## src/rtl/tuner_pkg.sv

```systemverilog
// Shared types and defaults for the tuner datapath blocks.
// Provides the lock FSM state encoding and the default sample width.
package tuner_pkg;

    localparam int WIDTH_DEF = 24;

    typedef enum logic {
        UNLOCKED = 1'b0,
        LOCKED   = 1'b1
    } lock_state_t;

endpackage

```

## src/rtl/range_lock_detector_if.sv

```systemverilog
// Bus between the frequency estimator side and range_lock_detector.
// Signals: cfg_load/cfg_target/cfg_tol, in_valid/x in; out_valid/in_range/locked out.
// RANGE_DIR_EN adds sharp/flat outputs.
interface range_lock_detector_if
    import tuner_pkg::*;
#(
    parameter int WIDTH = WIDTH_DEF
);

    logic                    cfg_load;
    logic signed [WIDTH-1:0] cfg_target;
    logic signed [WIDTH-1:0] cfg_tol;
    logic                    in_valid;
    logic signed [WIDTH-1:0] x;
    logic                    out_valid;
    logic                    in_range;
    logic                    locked;
`ifdef RANGE_DIR_EN
    logic                    sharp;
    logic                    flat;
`endif

`ifdef RANGE_DIR_EN
    modport master (
        output cfg_load, cfg_target, cfg_tol, in_valid, x,
        input  out_valid, in_range, locked, sharp, flat
    );

    modport slave (
        input  cfg_load, cfg_target, cfg_tol, in_valid, x,
        output out_valid, in_range, locked, sharp, flat
    );
`else
    modport master (
        output cfg_load, cfg_target, cfg_tol, in_valid, x,
        input  out_valid, in_range, locked
    );

    modport slave (
        input  cfg_load, cfg_target, cfg_tol, in_valid, x,
        output out_valid, in_range, locked
    );
`endif

endinterface

```

## src/rtl/range_lock_detector_window.sv

```systemverilog
// range_window: combinational inclusive window test of x against target +/- tol.
// Ports: x, target, tol in; hit (in window), above (x>upper), below (x<lower) out.
module range_window
    import tuner_pkg::*;
#(
    parameter int WIDTH = WIDTH_DEF
) (
    input  logic signed [WIDTH-1:0] x,
    input  logic signed [WIDTH-1:0] target,
    input  logic signed [WIDTH-1:0] tol,
    output logic                    hit,
    output logic                    above,
    output logic                    below
);

    localparam int EW = WIDTH + 1;

    logic signed [EW-1:0] x_e;
    logic signed [EW-1:0] t_e;
    logic signed [EW-1:0] tol_e;
    logic signed [EW-1:0] upper;
    logic signed [EW-1:0] lower;

    // One extra bit holds any sum/difference of two WIDTH-bit values.
    assign x_e   = {x[WIDTH-1], x};
    assign t_e   = {target[WIDTH-1], target};
    assign tol_e = {tol[WIDTH-1], tol};

    assign upper = t_e + tol_e;
    assign lower = t_e - tol_e;

    assign above = (x_e > upper);
    assign below = (x_e < lower);

    // A negative tolerance describes an empty window.
    assign hit = ~tol[WIDTH-1] & (x_e >= lower) & (x_e <= upper);

endmodule

```

## src/rtl/range_lock_detector.sv

```systemverilog
// range_lock_detector: registered window comparator with lock/unlock debouncing.
// Ports: clock, resetn (sync, active-low), bus (slave: cfg, sample in; flags out).
// Optional RANGE_DIR_EN macro adds registered sharp/flat direction flags.
module range_lock_detector
    import tuner_pkg::*;
#(
    parameter int WIDTH      = WIDTH_DEF,
    parameter int LOCK_CNT   = 8,
    parameter int UNLOCK_CNT = 4,
    parameter int CNT_W      = 4
) (
    input  logic                 clock,
    input  logic                 resetn,
    range_lock_detector_if.slave bus
);

    localparam logic [CNT_W-1:0] RUN_MAX  = '1;
    localparam logic [CNT_W-1:0] LOCK_C   = CNT_W'(LOCK_CNT);
    localparam logic [CNT_W-1:0] UNLOCK_C = CNT_W'(UNLOCK_CNT);

    logic signed [WIDTH-1:0] target_q;
    logic signed [WIDTH-1:0] tol_q;

    lock_state_t      state_q;
    lock_state_t      state_d;
    logic [CNT_W-1:0] run_q;
    logic [CNT_W-1:0] run_d;
    logic [CNT_W-1:0] run_inc;

    logic out_valid_q;
    logic in_range_q;
    logic hit;
    logic sample;

    // A sample coinciding with cfg_load is dropped.
    assign sample = bus.in_valid & ~bus.cfg_load;

`ifdef RANGE_DIR_EN
    logic above;
    logic below;
    logic sharp_q;
    logic flat_q;

    range_window #(
        .WIDTH (WIDTH)
    ) u_window (
        .x      (bus.x),
        .target (target_q),
        .tol    (tol_q),
        .hit    (hit),
        .above  (above),
        .below  (below)
    );
`else
    range_window #(
        .WIDTH (WIDTH)
    ) u_window (
        .x      (bus.x),
        .target (target_q),
        .tol    (tol_q),
        .hit    (hit),
        .above  (),
        .below  ()
    );
`endif

    assign run_inc = (run_q == RUN_MAX) ? run_q : run_q + 1'b1;

    always_ff @(posedge clock) begin
        if (!resetn) begin
            state_q <= UNLOCKED;
            run_q   <= '0;
        end else begin
            state_q <= state_d;
            run_q   <= run_d;
        end
    end

    always_comb begin
        state_d = state_q;
        run_d   = run_q;
        if (bus.cfg_load) begin
            state_d = UNLOCKED;
            run_d   = '0;
        end else if (bus.in_valid) begin
            unique case (state_q)
                UNLOCKED: begin
                    if (!hit) begin
                        run_d = '0;
                    end else if (run_inc == LOCK_C) begin
                        state_d = LOCKED;
                        run_d   = '0;
                    end else begin
                        run_d = run_inc;
                    end
                end
                LOCKED: begin
                    if (hit) begin
                        run_d = '0;
                    end else if (run_inc == UNLOCK_C) begin
                        state_d = UNLOCKED;
                        run_d   = '0;
                    end else begin
                        run_d = run_inc;
                    end
                end
                default: begin
                    state_d = UNLOCKED;
                    run_d   = '0;
                end
            endcase
        end
    end

    always_ff @(posedge clock) begin
        if (!resetn) begin
            target_q    <= '0;
            tol_q       <= '0;
            out_valid_q <= 1'b0;
            in_range_q  <= 1'b0;
        end else begin
            out_valid_q <= sample;
            if (bus.cfg_load) begin
                target_q <= bus.cfg_target;
                tol_q    <= bus.cfg_tol;
            end
            if (sample) begin
                in_range_q <= hit;
            end
        end
    end

`ifdef RANGE_DIR_EN
    // With an empty window both raw flags can be set; sharp wins.
    always_ff @(posedge clock) begin
        if (!resetn) begin
            sharp_q <= 1'b0;
            flat_q  <= 1'b0;
        end else if (sample) begin
            sharp_q <= above;
            flat_q  <= below & ~above;
        end
    end

    assign bus.sharp = sharp_q;
    assign bus.flat  = flat_q;
`endif

    assign bus.out_valid = out_valid_q;
    assign bus.in_range  = in_range_q;
    assign bus.locked    = (state_q == LOCKED);

endmodule

```

## src/flat_wrapper.sv

```systemverilog
// flat-port wrapper written by rule: the top's interface ports become plain ports
module range_lock_detector_flat import tuner_pkg::*;
#(
    parameter int WIDTH      = WIDTH_DEF,
    parameter int LOCK_CNT   = 8,
    parameter int UNLOCK_CNT = 4,
    parameter int CNT_W      = 4
)
  (clock, resetn, bus_cfg_load, bus_cfg_target, bus_cfg_tol, bus_in_valid, bus_x, bus_out_valid, bus_in_range, bus_locked);
  range_lock_detector_if #(.WIDTH(WIDTH)) bus_i ();
  input  logic clock;
  input  logic resetn;
  input wire logic [$bits(bus_i.cfg_load)-1:0] bus_cfg_load;
  input wire logic [$bits(bus_i.cfg_target)-1:0] bus_cfg_target;
  input wire logic [$bits(bus_i.cfg_tol)-1:0] bus_cfg_tol;
  input wire logic [$bits(bus_i.in_valid)-1:0] bus_in_valid;
  input wire logic [$bits(bus_i.x)-1:0] bus_x;
  output wire logic [$bits(bus_i.out_valid)-1:0] bus_out_valid;
  output wire logic [$bits(bus_i.in_range)-1:0] bus_in_range;
  output wire logic [$bits(bus_i.locked)-1:0] bus_locked;
  assign bus_i.cfg_load = bus_cfg_load;
  assign bus_i.cfg_target = bus_cfg_target;
  assign bus_i.cfg_tol = bus_cfg_tol;
  assign bus_i.in_valid = bus_in_valid;
  assign bus_i.x = bus_x;
  assign bus_out_valid = bus_i.out_valid;
  assign bus_in_range = bus_i.in_range;
  assign bus_locked = bus_i.locked;
  range_lock_detector #(.WIDTH(WIDTH), .LOCK_CNT(LOCK_CNT), .UNLOCK_CNT(UNLOCK_CNT), .CNT_W(CNT_W)) u_core (.clock(clock), .resetn(resetn), .bus(bus_i));
endmodule
```

## config.mk

```make
export PLATFORM = sky130hd
export DESIGN_NAME = range_lock_detector_flat
export DESIGN_NICKNAME = d
export VERILOG_FILES = /design/src/rtl/tuner_pkg.sv /design/src/rtl/range_lock_detector_if.sv /design/src/rtl/range_lock_detector_window.sv /design/src/rtl/range_lock_detector.sv /design/src/flat_wrapper.sv
export SDC_FILE = /design/constraint.sdc
export NUM_CORES = 1
export LEC_CHECK = 0
export CAP_MARGIN = 0
export CORE_ASPECT_RATIO = 1.2
export CORE_MARGIN = 4
export CORE_UTILIZATION = 50
export CTS_CLUSTER_DIAMETER = 40
export CTS_CLUSTER_SIZE = 10
export DETAILED_ROUTE_END_ITERATION = 10
export PLACE_DENSITY_LB_ADDON = 0.05
export SYNTH_ARGS = -nofsm -noshare
export SYNTH_HDL_FRONTEND = slang
export SYNTH_SLANG_ARGS = --single-unit
```

## constraint.sdc

```tcl
create_clock -name clock -period 6.5 [get_ports clock]
set_input_delay 0.65 -clock clock [delete_from_list [all_inputs] [get_ports clock]]
set_output_delay 0.65 -clock clock [all_outputs]
set_load 0.005 [all_outputs]
```

==> flow_summary.ini <==
[hold_path]
hp-class = reg2reg
hp-start = u_core.bus.in_range$_SDFFE_PN0P_
hold_depth = 2
hold_end = u_core.bus.in_range$_SDFFE_PN0P_

[layout]
final.fill_count = 1056
nNetsFinal = 931
multi_input_area_sq_mm = 0.00434
antenna_cells = 0
syn_to_final_growth_pct = 17.6
drive_gt1_share_pct = 5.17
register_area_sq_mm = 0.00110

[global_route]
grt_use_total_pct = 20.6
antenna_found_initial = 0
grt_pass1_wl_mm = 23.1
grt.overflow.total = 0
grt_max_degree = 51
first_global_vias = 5058

[setup_path]
r2r_cells = 17
r2r_end = u_core.run_q[2]$_SDFFE_PP0P_
worstPathRequired_ns = 6.71
cp-end-kind = register
reg2reg_slack_ns = 1.62
reg2reg_from = u_core.tol_q[2]$_SDFFE_PN0P_
cp_max_fo = 8
critical_path_class = reg2reg
cp.arrival_ns = 5.09
critPathLaunchType = register

[sta]
clock_skew_ns = 0.00385
min_period_ns = 4.88
fin_ws_ns = 1.62
finalMaxSlewViolations = 0
setup_violations = 0
max-slew-margin-rel_pct = 44.1
rsz0062_at_grt = false
tightest_slew_ns = 0.839
post-route-period-util_pct = 75.1
finalHoldViolations = 0
holdWs_ns = 0.523
fmax_mhz = 205
fin_setup_tns_ns = 0

[detailed_routing]
ant_nets = 0
routed_wl_mm = 13.8
drc = 0
top_layer = met4
wl_met1_mm = 6.04
wl_met3_microns = 554
dr_wl_met2_mm = 6.97
vias_per_cell = 5.52
drt-pass1-iter-count = 4
drtIter0Drc = 160
num_vias = 5021
post_drt_wl_per_cell_microns = 15.2

[placed_design]
io_buffers = 78
dp_hpwl_mm = 11.2
dp_slack_ns = 1.59
gp_congestion = 0.901

[floorplan]
initial_core_util_pct = 51.8
rows = 42
core_area_sq_mm = 0.0112
pin_count = 79
die_area_sq_mm = 0.0134
die_w_microns = 106
dieHeight_microns = 126

[clock_tree]
clock_latency_ns = 0.29
cts_tree = yes
clk_path_buf_depth = 2
clock_sinks = 55
cts_resized = 0
postCtsSetupBuffers = 0
cts_buffers = 5
cts-htree-levels = 2
clkTransAtPathRegs_ns = 0.07
holdBufCountCts = 0
cts_root_buf = clkbuf_16

[status]
status = completed

[synthesis]
synth-edff-count = 0
synth_ff_type = dfxtp_1
synth_seq_cells = 55
synth_cell_types = 69
ys_seq_area_share_pct = 19.0
avgSynthCellArea_sq_um = 8.38
synth_cells = 691
yosysWarnings = 0
syn_nets = 868
syn_area_sq_mm = 0.00579
synthArstFlopShare_pct = 0

[pwr]
totalPowerFinal_uw = 1240
p_leak_uw = 0.00299
pwr_density_cell_mw_per_mm2 = 182
peakVddDrop_mv = 0.137

[run]
drv_cap = 0
## layout by cell type (no fill, tap or decap), drive strengths merged, types with 7 or more instances in the layout
cell	instances
nand2b	11
xnor2	32
inv	56
a21o	11
nand2	33
nor2	41
a21oi	51
nand3	18
or3	7
clkdlybuf4s50	77
nor3	19
dfxtp	55
nand4	7
o31ai	7
mux2i	52
nor4	8
nor2b	54
o21bai	7
a221oi	7
and3	7
o211ai	7
ha	99
o21ai	24
## state kept, by name, indices dropped and copies added (netlist names)
signal                count
u_core.target_q          24
u_core.tol_q             24
u_core.run_q              4
u_core.bus.in_range       1
u_core.bus.locked         1
u_core.bus.out_valid      1
## metrics by stage
stage          instance area [sq um]  utilization [%]  std cells
6_report                        6820             60.9        909
5_1_grt                         6820             60.9        909
4_1_cts                         6820             60.9        909
3_5_place_dp                    6640             59.3        901
3_3_place_gp                    6640             59.3        901
2_1_floorplan                   5790                -        691
## metal layers
metal,vias up,global-route usage [%]
met3,20,2.97
met1,2324,24.5
met5,-,0
li1,2578,-
met4,0,6.71
met2,99,37.7
## cell usage after synthesis (7+ instances only)
cell | count | area share, %
nor2_1 | 41 | 2.7
nand2_1 | 33 | 2.1
inv_1 | 55 | 3.6
xnor2_1 | 32 | 4.8
dfxtp_1 | 55 | 19
o21bai_1 | 7 | 0.91
clkbuf_1 | 9 | 0.58
nand4_1 | 7 | 0.76
nor3_1 | 17 | 1.5
ha_1 | 99 | 21
nand3_1 | 18 | 1.6
nor4_1 | 8 | 0.86
nor2b_1 | 54 | 5.8
a21oi_1 | 47 | 4.1
mux2i_1 | 52 | 9.0
o21ai_0 | 22 | 1.9
a21o_1 | 10 | 1.3
nand2b_1 | 11 | 1.2
## cell type report
class                           count  share of cell area (%)
Tap cell                          154                    2.83
Sequential cell                    55                    16.2
Multi-Input combinational cell    555                    63.7
Timing Repair Buffer               80                    11.6
Inverter                           57                    3.14
Clock inverter                      2                   0.514
Clock buffer                        6                    2.04
## power breakdown
part / internal (uW) / switching [uW]
clock: 192 / 127
combinational: 256 / 292
sequential: 356 / 15.4
## logic make-up after synthesis
kind of cell / Yosys count / synth area share, %
AO/OA/AOI/OAI: 146 / 17.8
XOR/XNOR: 38 / 5.75
adder cells (fa/ha/maj): 101 / 22.1
buffers and inverters: 81 / 6.03
flip-flops: 55 / 19.0
multiplexers: 53 / 9.18
AND/OR/NAND/NOR: 217 / 20.2
## worst max path at each step
stage                                      start                            to  slack [ns]  cells past startpoint
floorplan           u_core.tol_q[9]$_SDFFE_PN0P_  u_core.run_q[2]$_SDFFE_PP0P_        2.37                     17
global placement    u_core.tol_q[2]$_SDFFE_PN0P_  u_core.run_q[2]$_SDFFE_PP0P_        1.72                     17
detailed placement  u_core.tol_q[2]$_SDFFE_PN0P_  u_core.run_q[2]$_SDFFE_PP0P_        1.59                     17
CTS                 u_core.tol_q[2]$_SDFFE_PN0P_  u_core.run_q[2]$_SDFFE_PP0P_        1.59                     17
global route        u_core.tol_q[8]$_SDFFE_PN0P_  u_core.run_q[2]$_SDFFE_PP0P_        1.28                     17
finish              u_core.tol_q[2]$_SDFFE_PN0P_  u_core.run_q[2]$_SDFFE_PP0P_        1.62                     17
## critical path: stages, from the launching register on
cell and delay, ns:
dfxtp_1 0.36, inv_1 0.05, ha_1 0.44, o21bai_1 0.14
a221oi_2 0.35, o211ai_2 0.17, o31ai_2 0.31, a31oi_1 0.20
o31ai_1 0.32, a21oi_1 0.15, xor2_1 0.16, ha_1 0.30
nand3_1 0.08, or2_2 0.32, o41a_1 0.44, a21oi_2 0.40
mux2_2 0.39, a211oi_1 0.22
(Power assumes the default switching activity.)
==> edit (same flow settings) <==
`WIDTH_DEF`: 24 -> 48.
--- a/src/rtl/tuner_pkg.sv
+++ b/src/rtl/tuner_pkg.sv
@@ -2,7 +2,7 @@
 // Provides the lock FSM state encoding and the default sample width.
 package tuner_pkg;
 
-    localparam int WIDTH_DEF = 24;
+    localparam int WIDTH_DEF = 48;
 
     typedef enum logic {
         UNLOCKED = 1'b0,
Interface: changed (resized bus_cfg_target, bus_cfg_tol and bus_x); port bits go from 79 to 151. The function was not compared with the original's and may differ.
==> edit against the unedited design <==
Cell area rose by 100%; fmax is 18% lower; routed wire length increased by 140%; utilization decreased by 1.8 points; sequential cell count increased by 48; power grew 100%; via count is 110% higher; global-route usage increased by 4.3 points; area after synthesis is 100% higher; combinational power up 120%; non-clock buffer count up 76; setup slack lost 1.1 ns; count of clock-buffer cells in the layout rose by 3; critical path depth grew 7; highest routed layer unchanged.
==> edit: results (changes against the unedited design) <==
Logic synthesis:
- The count of distinct cell types in the synthesized netlist came to 86 (was 69).
- The mux contribution to synthesized area is 8.40% (was 9.18%).
- The xor/xnor share of the synthesized area is 6.53% (was 5.75%).
- The synthesized instance count was 1447 (was 691).
- The post-synthesis adder-cell area fraction was 21.2% (was 22.1%).
- Cell types with the highest counts after synthesis: sky130_fd_sc_hd__ha_1 (195), sky130_fd_sc_hd__a21oi_1 (144), sky130_fd_sc_hd__nor2b_1 (107), sky130_fd_sc_hd__inv_1 (105), sky130_fd_sc_hd__dfxtp_1 (103) (was sky130_fd_sc_hd__ha_1 (99), sky130_fd_sc_hd__dfxtp_1 (55), sky130_fd_sc_hd__inv_1 (55), sky130_fd_sc_hd__nor2b_1 (54), sky130_fd_sc_hd__mux2i_1 (52)).
- The netlist area before placement came to 11700 µm² (was 5790 µm²).
- The sequential element share of the synthesized area was 17.7% (was 19.0%).
- The complex-gate fraction of the synthesized area is 21.3% (was 17.8%).

Setup path:
- The flop-to-flop setup slack came to 0.53 ns (was 1.62 ns).
- The maximum fanout along the worst path came to 5 (was 8).
- The largest stage delay on the critical path is 0.57 ns (was 0.44 ns).
- The worst path arrival time was 6.26 ns (was 5.09 ns).

Status:
- Run status: complete, no violations (unchanged).

Placed design:
- The placed instance count is 1854 (was 901).
- The placer's final routability congestion estimate is 0.936 (was 0.901).
- The placed instance area is 13300 µm² (was 6640 µm²).
- The quantity of I/O buffers inserted on ports is 150 (was 78).

Routing:
- The via density per instance was 5.75 (was 5.52).
- The iteration count of the initial detailed-routing pass was 7 (was 4).
- The number of violations reported at the end of detailed-routing iteration 0 came to 641 (was 160).
- The overall routed net length is 33100 µm (was 13800 µm).
- The average wire length per cell after detail routing is 17.7 µm (was 15.2 µm).

Finish:
- The proportion of cell area spent on the clock network came to 2.40% (was 2.55%).
- The number of sequential storage elements is 103 (was 55).
- The number of clock buffers in the layout was 9 (was 6).
- The post-layout net count is 1895 (was 931).
- The final cell utilization of the core was 59.1% (was 60.9%).
- The total number of multi-input combinational cells was 1173 (was 555).
- The sequential cell area is 2060 µm² (was 1100 µm²).
- The non-clock inverter instance count of the final layout is 107 (was 57).

Pwr:
- The leakage component of the power came to 5.97 nW (was 2.99 nW).
- The worst voltage drop across the vdd grid is 0.151 mV (was 0.137 mV).

GRT:
- The first-pass GRT wire length is 52900 µm (was 23100 µm).
- The pin count of the biggest net entering global routing is 99 (was 51).
- The number of global-route vias before repair was 10462 (was 5058).

Timing:
- The measured slew at the worst slew-check pin was 0.846 ns (was 0.839 ns).
[edit: timing repair]
item / 4_1_cts / 5_1_grt
resized for setup: 0 / 1
hold buffers: 0 / 0
setup endpoints to repair: 0 / 2
[edit: layer usage]
metal	up-vias	track usage, %	part of all wire [%]
li1	5419	-	-
met1	4953	32.1	45
met2	320	43.8	49
met3	62	3.07	4.2
met4	0	7.03	2.5
met5	-	0	0
[edit: power breakdown]
group,internal [mW],switching (mW),total [mW]
Combinational,0.529,0.665,1.19
Clock,0.344,0.284,0.627
Sequential,0.667,0.0304,0.698
[edit: how the worst max path moves through the flow]
stage	start	endpoint	slack, ns	cells after the start
floorplan	u_core.tol_q[0]	u_core.run_q[3]	1.25	22
global placement	u_core.tol_q[0]	u_core.run_q[3]	0.66	23
detailed placement	u_core.target_q[0]	u_core.run_q[3]	0.43	24
CTS	u_core.target_q[0]	u_core.run_q[3]	0.37	24
global route	u_core.tol_q[0]	u_core.run_q[3]	0.04	23
finish	u_core.target_q[0]	u_core.run_q[3]	0.53	24
